--- config.mk ---
export PLATFORM = sky130hd
export DESIGN_NAME = sdram_arbiter
export DESIGN_NICKNAME = d
export VERILOG_FILES = /design/src/rtl/sdram_arb_pkg.sv /design/src/rtl/sdram_ref_timer.sv /design/src/rtl/sdram_arbiter.sv
export SDC_FILE = /design/constraint.sdc
export NUM_CORES = 1
export LEC_CHECK = 0
export CORE_MARGIN = 10
export CORE_UTILIZATION = 43
export CTS_BUF_LIST = sky130_fd_sc_hd__clkbuf_16
export CTS_CLUSTER_DIAMETER = 40
export CTS_CLUSTER_SIZE = 28
export DETAILED_ROUTE_END_ITERATION = 6
export GPL_TIMING_DRIVEN = 0
export PLACE_DENSITY = 0.85
export SYNTH_ARGS = -nofsm -noshare
export SYNTH_HDL_FRONTEND = slang
export SYNTH_SLANG_ARGS = --single-unit
--- constraint.sdc ---
create_clock -name clk -period 5 [get_ports clk]
set_input_delay 0.75 -clock clk [delete_from_list [all_inputs] [get_ports clk]]
set_output_delay 0.75 -clock clk [all_outputs]
set_load 0.02 [all_outputs]
--- src/rtl/sdram_arb_pkg.sv ---
// sdram_arb_pkg: shared state encoding, channel ids and default address width for the SDRAM arbiter
package sdram_arb_pkg;
    localparam int ADDR_W_DEF = 25;
    typedef enum logic [1:0] {ST_IDLE, ST_REF, ST_WR, ST_RD} state_e;
    typedef enum logic {CH_WR, CH_RD} ch_e;
endpackage

--- src/rtl/sdram_ref_timer.sv ---
// sdram_ref_timer: auto-refresh interval counter with pending flag and sticky overrun
module sdram_ref_timer #(
    parameter int REF_CYCLES = 780,
    parameter int REF_CNT_W  = 10
) (
    input  logic clk,
    input  logic rst,
    input  logic en,
    input  logic clr,
    output logic pend,
    output logic overrun
);
    logic [REF_CNT_W-1:0] cnt_q, cnt_d;
    logic pend_q, pend_d, overrun_q, overrun_d, expire;
    always_comb begin
        expire    = en && (cnt_q == REF_CNT_W'(REF_CYCLES - 1));
        cnt_d     = !en ? cnt_q : expire ? '0 : cnt_q + REF_CNT_W'(1);
        pend_d    = expire | (pend_q & ~clr);
        // an expiry coinciding with the clearing ack just re-arms the request
        overrun_d = overrun_q | (expire & pend_q & ~clr);
    end
    always_ff @(posedge clk) begin
        if (rst) begin
            cnt_q     <= '0;
            pend_q    <= 1'b0;
            overrun_q <= 1'b0;
        end else begin
            cnt_q     <= cnt_d;
            pend_q    <= pend_d;
            overrun_q <= overrun_d;
        end
    end
    assign pend    = pend_q;
    assign overrun = overrun_q;
endmodule

--- src/rtl/sdram_arbiter.sv ---
// sdram_arbiter: schedules refresh (top priority) and round-robin write/read bursts onto the sdram_intf command port
module sdram_arbiter import sdram_arb_pkg::*; #(
    parameter int ADDR_W     = ADDR_W_DEF,
    parameter int REF_CYCLES = 780,
    parameter int REF_CNT_W  = 10
) (
    input  logic              clk,
    input  logic              rst,
    input  logic              init_done,
    input  logic              wr_ch_req,
    input  logic [ADDR_W-1:0] wr_ch_addr,
    output logic              wr_ch_gnt,
    output logic              wr_ch_done,
    input  logic              rd_ch_req,
    input  logic [ADDR_W-1:0] rd_ch_addr,
    output logic              rd_ch_gnt,
    output logic              rd_ch_done,
    output logic              mem_wr_req,
    output logic              mem_rd_req,
    output logic              mem_ref_req,
    output logic [ADDR_W-1:0] mem_addr,
    input  logic              mem_ack,
    output logic              ref_overrun
);
    state_e state_q, state_d;
    ch_e last_q, last_d;
    logic [ADDR_W-1:0] addr_q, addr_d;
    logic ref_pend, pick_wr, pick_rd;
    sdram_ref_timer #(.REF_CYCLES(REF_CYCLES), .REF_CNT_W(REF_CNT_W)) u_timer (
        .clk    (clk),
        .rst    (rst),
        .en     (init_done),
        .clr    (mem_ack && state_q == ST_REF),
        .pend   (ref_pend),
        .overrun(ref_overrun)
    );
    always_comb begin
        state_d = state_q;
        last_d  = last_q;
        addr_d  = addr_q;
        pick_wr = wr_ch_req && (!rd_ch_req || last_q == CH_RD);
        pick_rd = rd_ch_req && !pick_wr;
        if (state_q == ST_IDLE) begin
            if (init_done && ref_pend) begin
                state_d = ST_REF;
            end else if (init_done && pick_wr) begin
                state_d = ST_WR;
                last_d  = CH_WR;
                addr_d  = wr_ch_addr;
            end else if (init_done && pick_rd) begin
                state_d = ST_RD;
                last_d  = CH_RD;
                addr_d  = rd_ch_addr;
            end
        end else if (mem_ack) begin
            state_d = ST_IDLE;
        end
    end
    always_ff @(posedge clk) begin
        if (rst) begin
            state_q <= ST_IDLE;
            last_q  <= CH_RD;
            addr_q  <= '0;
        end else begin
            state_q <= state_d;
            last_q  <= last_d;
            addr_q  <= addr_d;
        end
    end
    assign mem_wr_req  = state_q == ST_WR;
    assign mem_rd_req  = state_q == ST_RD;
    assign mem_ref_req = state_q == ST_REF;
    assign wr_ch_gnt   = mem_wr_req;
    assign rd_ch_gnt   = mem_rd_req;
    assign wr_ch_done  = mem_ack && mem_wr_req;
    assign rd_ch_done  = mem_ack && mem_rd_req;
    assign mem_addr    = addr_q;
    a_one_op: assert property (@(posedge clk) disable iff (rst) $onehot0({mem_wr_req, mem_rd_req, mem_ref_req}));
endmodule

# Word-level counts from Yosys, hierarchy flattened
# Index checks and enable logic that the tools add are counted.
# Widths: inputs -> output; s select.
# op_classes
add_sub_neg	1
n_eq_ne	5
n_mux	10
bitwise	7
reduce_logical	17
# op_table
op	n
$mux 25	2
$add 10x1->10 const B	1
$eq 10x10->1 const B	1
$mux 10	1
$mux 2	5
$logic_and 1x1->1	9
$eq 2x2->1 const B	2
$ne 4x1->1 const B	1
$reduce_bool 2->1	2
$and 1x1->1	3
$reduce_and 3->1	1
$eq 2x1->1 const B	1
$logic_not 1->1	2
$logic_not 2->1	1
$mux 1	2
$not 1->1	2
$or 1x1->1	2
$reduce_and 2->1	1
$logic_or 1x1->1	1
# totals
register_bits	40
output_inout_bits	33

# Longest topological paths before layout
# Gate-level depths: netlist (run 1).
# logic_depth
depth_word	10
depth_mapped	6
depth_no_buf	5

# By module
# Synthesis (run 1) repeated with hierarchy kept, for this count alone.
# hier_totals
hier_cells	235
area_unflattened_um2	2080.7
# by_module_without_submodules
module	n_inst	cells_each	area_each_um2	seq_area_each_um2
sdram_arbiter	1	174	1519.0	560.5
sdram_ref_timer	1	61	561.8	240.2

# Least setup slack after synthesis (run 1)
# OpenSTA, ideal clock, no wires.
# synth_path
path_type	input -> register
start	input port init_done
end	register addr_q[0], in the netlist mem_addr[0]
t_arrival_ns	1.807
t_required_ns	4.914
path_slack_ns	3.107
path_stages	6
path_buffers	2
path_cell_list	buf_2 nand2b_1 nor4_4 buf_2 nor2_1 a211oi_1
# synth_via
elab_chain_len	3
word_cells_on_any_way	7
classes_between	mux: 1; bitwise: 1; reduce/logical: 5
# synth_rtl
item	line	text
start: declaration	sdram_arbiter.sv:9	input logic init_done,
$logic_and 1x1->1, on equally long branches	sdram_arbiter.sv:46, sdram_arbiter.sv:44, sdram_arbiter.sv:50	
$reduce_bool 2->1 (no source line) / $not 1->1 (equally long branches)	n/a	
$reduce_and 3->1 (no source line)	n/a	
end signal: assignment	sdram_arbiter.sv:67	addr_q <= addr_d;
end: declaration	sdram_arbiter.sv:27	logic [ADDR_W-1:0] addr_q, addr_d;
# Several ways; a longest one is shown, not always the timed one.
# A chain may end at the register's enable or synchronous reset.

# Worst setup path after layout (run 1)
# layout_path
start	input port mem_ack
end	output port rd_ch_done
# layout_via
elab_chain_len	1
# layout_rtl
item	line	text
start: declaration	sdram_arbiter.sv:22	input logic mem_ack,
$logic_and 1x1->1	sdram_arbiter.sv:76	assign rd_ch_done = mem_ack && mem_rd_req;
end: declaration	sdram_arbiter.sv:17	output logic rd_ch_done,
# No other way between the ends.

==> results of run 1 <==
[layer usage]
| metal | part of all wire [%] | track usage, % |
|---|---|---|
| met5 | 0 | 0 |
| met4 | 1.8 | 5.24 |
| met3 | 10 | 7.55 |
| met2 | 51 | 26.0 |
| met1 | 37 | 15.2 |
[cell type report]
class                   count  area (um2)  area share (%)
clock inverters             2        12.5           0.434
multi-input cells         138         926            32.1
well taps                  50        62.6            2.17
clock buffers               5         125            4.34
repair buffers             87         871            30.2
plain buffers              16        83.8            2.91
flip-flops and latches     40         801            27.8
inverters                   1        3.75           0.130
[flip-flops by register name, summed over array words and instances (netlist names)]
| register | cells |
|---|---|
| last_q | 1 |
| u_timer.cnt_q | 10 |
| mem_addr | 25 |
| state_q | 2 |
| u_timer.pend | 1 |
| u_timer.overrun | 1 |
[stage by stage]
step / instances / power [mW] / instance area [um2] / utilization [%] / hold WS, ns
after detailed placement: 332 / 0.564 / 2750 / 68.2 / 0.477
after global routing: 339 / 0.898 / 2890 / 71.6 / 0.526
after floorplan: 195 / 0.458 / 1810 / - / 0.462
after global placement: 332 / 0.559 / 2750 / 68.2 / 0.454
after CTS: 339 / 0.865 / 2890 / 71.6 / 0.488
final: 339 / 0.857 / 2890 / 71.6 / 0.488
[cell usage after synthesis, types with 2 or more instances]
| cell | count | area [um2] |
|---|---|---|
| nor2b_1 | 3 | 18.8 |
| nand2_1 | 6 | 22.5 |
| xnor2_1 | 2 | 17.5 |
| nor2_1 | 39 | 146 |
| a21oi_1 | 5 | 25.0 |
| buf_2 | 7 | 35.0 |
| nand3_1 | 3 | 15.0 |
| a31oi_1 | 2 | 12.5 |
| clkbuf_1 | 6 | 22.5 |
| mux2i_1 | 25 | 250 |
| and3_1 | 2 | 12.5 |
| xor2_1 | 6 | 52.6 |
| buf_4 | 2 | 15.0 |
| nand4_1 | 3 | 18.8 |
| nand2b_1 | 5 | 31.3 |
| a211oi_1 | 25 | 188 |
| dfxtp_1 | 40 | 801 |
[worst register-to-register path, stage by stage, from the launching register on]
cell and delay [ns]:
dfxtp_1 0.34, or4b_1 0.55, or4_4 0.45, nand2b_1 0.11
buf_6 0.13, nor2_1 0.05
[power by group]
part	internal [mW]	switching, mW	leakage (nW)
clock	0.181	0.120	0.0657
combinational	0.108	0.0924	0.791
sequential	0.342	0.0133	0.328
total	0.631	0.226	1.18
[path summary, 6_finish.rpt]
path	to	slack [ns]	from
setup / recovery	rd_ch_done	2.19	mem_ack
hold / removal	u_timer.cnt_q[1]	0.49	u_timer.cnt_q[1]
setup reg to reg	u_timer.cnt_q[7]	3.25	u_timer.cnt_q[4]
hold reg to reg	u_timer.cnt_q[1]	0.49	u_timer.cnt_q[1]
[cell families after synthesis]
family	after synthesis	share of synthesized area (%)
xor gates and xnor gates	8	3.86
adders and majority gates	1	0.690
DFF	40	44.1
muxes	25	13.8
and+or+nand+nor	70	19.5
AOI/OAI and AO/OA	34	13.2
buffers and inverters	17	4.83
==> run_results.csv, run 1 <==
group,metric,value,unit
critical_path,path_class,"input port to primary output",
route,wl_per_cell,15.7,um
critical_path,crit_top_cell,"clkdlybuf4s50_1",
yosys,yosys_warnings,0,
critical_path,slowest_delay,0.60,ns
place,pre_cts_ws,2.19,ns
place,place_hpwl,4240,um
critical_path,r2r_cells,5,
sta,worst_slack,2.19,ns
global_routing,grt_max_degree,13,
clock_network,cts-resized-gates,0,
clock_network,clkSinkCount,40,
route,drc,0,
sta,finClkSkew,0.00491,ns
critical_path,cp.required,4.25,ns
sta,slew_violations,0,
global_routing,grt_pass1_wl,9070,um
critical_path,crit_cells,3,
power_and_ir_drop,leakage,1.18,nW
global_routing,grt.total_usage,15.0,%
route,firstDrtPassIters,4,
floorplan,core,0.00403,mm2
route,dr_total_vias,1739,
yosys,seq_area_frac_synth,44.1,%
final_layout,final_common_cell,"clkdlybuf4s50_1",
floorplan,die_y,85.0,um
route,drtIter0Drc,52,
critical_path,start_kind,"input port",
clock_network,path_clk_slew,0.05,ns
yosys,syn_avg_cell_area,9.30,um2
sta,finalSetupTns,0,ns
critical_path,path_delay_family,"buffers and inverters",
sta,max_freq,356,MHz
clock_network,insertion_delay,0.28,ns
yosys,netlist_instances,195,
power_and_ir_drop,ir_drop,0.175,mV
yosys,synth-seq-cells,40,
worst_hold_path,hold_class,"flip-flop to flip-flop",
floorplan,fp-row-count,23,
global_routing,gr-total-overflow,0,
yosys,synth-edff-count,0,
sta,rsz0062_at_grt,"false",
floorplan,die_area,0.00722,mm2
place,place.gp.congestion,0.725,
sta,post-route-period-util,56.2,%
final_layout,drive_above_1_share,7.27,%
clock_network,postCtsHoldBufs,0,
global_routing,grt_pass1_vias,1921,
floorplan,num_io_pins,89,
final_layout,areaGrowthSynthToFinish,59.0,%
critical_path,cp_max_fo,4,
clock_network,cts_tree,"yes",
floorplan,start_util,45.0,%
clock_network,cts.root.buffer_cell,"clkbuf_16",
clock_network,cts_made_buffers,5,
final_layout,fin_nets,346,
final_layout,antennaDiodeCount,0,
sta,worstMarginPinSlew,0.456,ns
sta,period_needed,2.81,ns
worst_hold_path,holdPathStages,2,
critical_path,cp.arrival,2.06,ns
status,status,"completed",
yosys,synth_area,0.00181,mm2
route,routed_wl,5310,um
yosys,synth-main-ff-cell,"dfxtp_1",
sta,finalHoldViolations,0,
sta,report.final.setup_viol,0,
final_layout,mostFrequentLayoutCells,"87 x clkdlybuf4s50_1, 40 x dfxtp_1, 39 x nor2_1",
critical_path,crit_path_end_kind,"primary output",
global_routing,antenna_found_initial,0,
clock_network,post_cts_buffers,0,
route,ant_nets,0,
place,io_buffers,87,
critical_path,cpMaxStageDelayCell,"clkdlybuf4s50_1",
run,drv_cap,0,
floorplan,die_w,85.0,um
critical_path,critPathBufInv,2,
clock_network,htree_levels,2,
critical_path,crit_chain,"clkdlybuf4s50_1 -> and3_1 -> clkdlybuf4s50_1",
yosys,async_flop_share,0,%
route,viasPerCell,5.13,
yosys,ys_types,31,
clock_network,clk_path_buf_depth,2,
sta,max-slew-margin-rel,69.4,%
yosys,syn_nets,252,
final_layout,fill_cells,345,
power_and_ir_drop,power.density,297,mW/mm2
Note: power is estimated with default switching activity, not from simulation.
==> run 2: changes to the inputs <==
- CORE_UTILIZATION: 43 -> 40
- PLACE_DENSITY: 0.85 -> 0.79
- clock period: 5 -> 2.72 ns (I/O delays scaled with it)
==> run 2 against run 1 <==
Net effect:
- sequential power is 84% higher
- final area is 1.0% higher
- largest power group is now clock
- via count down 0.46%
- worst setup slack worse by 1.6 ns
- die area grew 5.7%
- clock-buffer cell count stayed put
- largest cell class unchanged
- cell count up 0.88%
- register-to-register slack worse by 2.3 ns
- global-route usage down 0.51 points
- power is 96% higher
==> run_results.csv, run 2 (same netlist as run 1, synthesis figures left out) <==
group,metric,value,unit
status,status,"completed",
floorplan,die_y,87.3,um
final_layout,largest_reg_flops,25,
route,drc,0,
sta,max-slew-margin-rel,67.9,%
route,drtIter0Drc,67,
power_and_ir_drop,power_frac_comb,22.1,%
run,drv_cap,0,
sta,finClkSkew,0.00187,ns
power_and_ir_drop,power.density,577,mW/mm2
floorplan,num_io_pins,89,
critical_path,start_kind,"input port",
critical_path,cp_max_fo,4,
floorplan,core,0.00438,mm2
floorplan,die_w,87.3,um
sta,finalHoldViolations,0,
global_routing,gr-total-overflow,0,
sta,post-route-period-util,76.9,%
power_and_ir_drop,power_frac_clock,39.0,%
global_routing,grt.total_usage,14.5,%
clock_network,cts_tree,"yes",
worst_hold_path,worstHoldStart,"rst",
global_routing,grt_max_degree,13,
route,firstDrtPassIters,4,
route,wl_met1,2130,um
route,wl_per_cell,16.0,um
clock_network,clk_path_buf_depth,2,
floorplan,fp-row-count,24,
place,pre_cts_ws,0.338,ns
clock_network,htree_levels,2,
final_layout,fill_cells,384,
power_and_ir_drop,p_seq_share,38.9,%
sta,finalSetupTns,0,ns
power_and_ir_drop,p_switching,0.426,mW
sta,slew_violations,0,
sta,worstMarginPinSlew,0.481,ns
floorplan,die_area,0.00763,mm2
final_layout,final_design_area_no_fill,0.00291,mm2
route,dr_total_vias,1731,
clock_network,post_cts_buffers,0,
final_layout,multi_input_area,926,um2
power_and_ir_drop,p_sw_share,25.4,%
global_routing,antenna_found_initial,0,
global_routing,grt_pass1_vias,1819,
sta,rsz0062_at_grt,"false",
clock_network,cts.root.buffer_cell,"clkbuf_16",
place,io_buffers,87,
place,place_hpwl,4280,um
critical_path,cp.required,2.31,ns
sta,max_freq,478,MHz
sta,report.final.setup_viol,0,
clock_network,path_clk_slew,0.06,ns
final_layout,final_common_cell,"clkdlybuf4s50_1",
power_and_ir_drop,finalPower,1.68,mW
final_layout,drive_above_1_share,7.24,%
critical_path,crit_start,"mem_ack",
global_routing,grt_pass1_wl,8780,um
worst_hold_path,hold_class,"input port to flip-flop",
critical_path,cp.arrival,1.68,ns
final_layout,ff_latch_area,801,um2
sta,worst_slack,0.629,ns
clock_network,clkSinkCount,40,
final_layout,antennaDiodeCount,0,
route,wl_met3,512,um
clock_network,insertion_delay,0.28,ns
final_layout,mostFrequentLayoutCells,"87 x clkdlybuf4s50_1, 40 x dfxtp_1, 39 x nor2_1",
place,place_area,0.00275,mm2
floorplan,start_util,41.4,%
route,wl_met2,2700,um
route,routed_wl,5460,um
critical_path,timing.rr.start,"u_timer.cnt_q[4]",
final_layout,areaGrowthSynthToFinish,60.6,%
critical_path,crit_path_end_kind,"primary output",
power_and_ir_drop,ir_drop,0.391,mV
sta,period_needed,2.09,ns
route,ant_nets,0,
power_and_ir_drop,leakage,1.20,nW
power_and_ir_drop,p_int,1.25,mW
place,place.gp.congestion,0.747,
clock_network,cts-resized-gates,0,
clock_network,cts_made_buffers,5,
route,highest_layer,"met4",
clock_network,postCtsHoldBufs,0,
critical_path,path_class,"input port to primary output",
final_layout,fin_nets,346,
route,viasPerCell,5.06,
-- run 2: worst paths after layout --
kind / endpoint / slack [ns] / cells after the start
max: rd_ch_done / 0.63 / 3
min: mem_addr[18] / 0.47 / 2
max reg2reg: u_timer.cnt_q[5] / 0.99 / 5
min reg2reg: u_timer.overrun / 0.48 / 2
-- run 2: critical path, cell delays in order --
cell             delay, ns
clkdlybuf4s50_1       0.51
and3_1                0.16
clkdlybuf4s50_1       0.60
-- run 2: cell type report --
cell class / instances / area share [%]
sequential: 40 / 27.5
tap: 52 / 2.23
timing repair buffer: 87 / 29.9
clock inverter: 3 / 1.33
multi-input combinational: 138 / 31.8
inverter: 1 / 0.129
buffer: 16 / 2.88
clock buffer: 5 / 4.29
-- run 2: through the flow --
step / utilization [%] / std cells / hold WS [ns]
after floorplan: - / 195 / 0.462
after global placement: 62.7 / 334 / 0.457
after detailed placement: 62.7 / 334 / 0.475
after CTS: 66.5 / 342 / 0.465
after global routing: 66.5 / 342 / 0.498
final: 66.5 / 342 / 0.468
-- run 2: power groups by stage --
| stage | clock, mW | combinational (mW) | sequential [mW] |
|---|---|---|---|
| 2_1_floorplan | 0 | 0.135 | 0.707 |
| 3_5_place_dp | 0 | 0.373 | 0.665 |
| 4_1_cts | 0.660 | 0.377 | 0.653 |
| 5_1_grt | 0.691 | 0.405 | 0.657 |
| 6_report | 0.656 | 0.372 | 0.653 |
| 3_3_place_gp | 0 | 0.368 | 0.663 |
-- run 2: layer usage --
layer | vias up | track usage (%)
met1 | 793 | 14.9
met5 | - | 0
met4 | 0 | 6.23
met2 | 53 | 24.4
li1 | 875 | -
met3 | 10 | 7.12
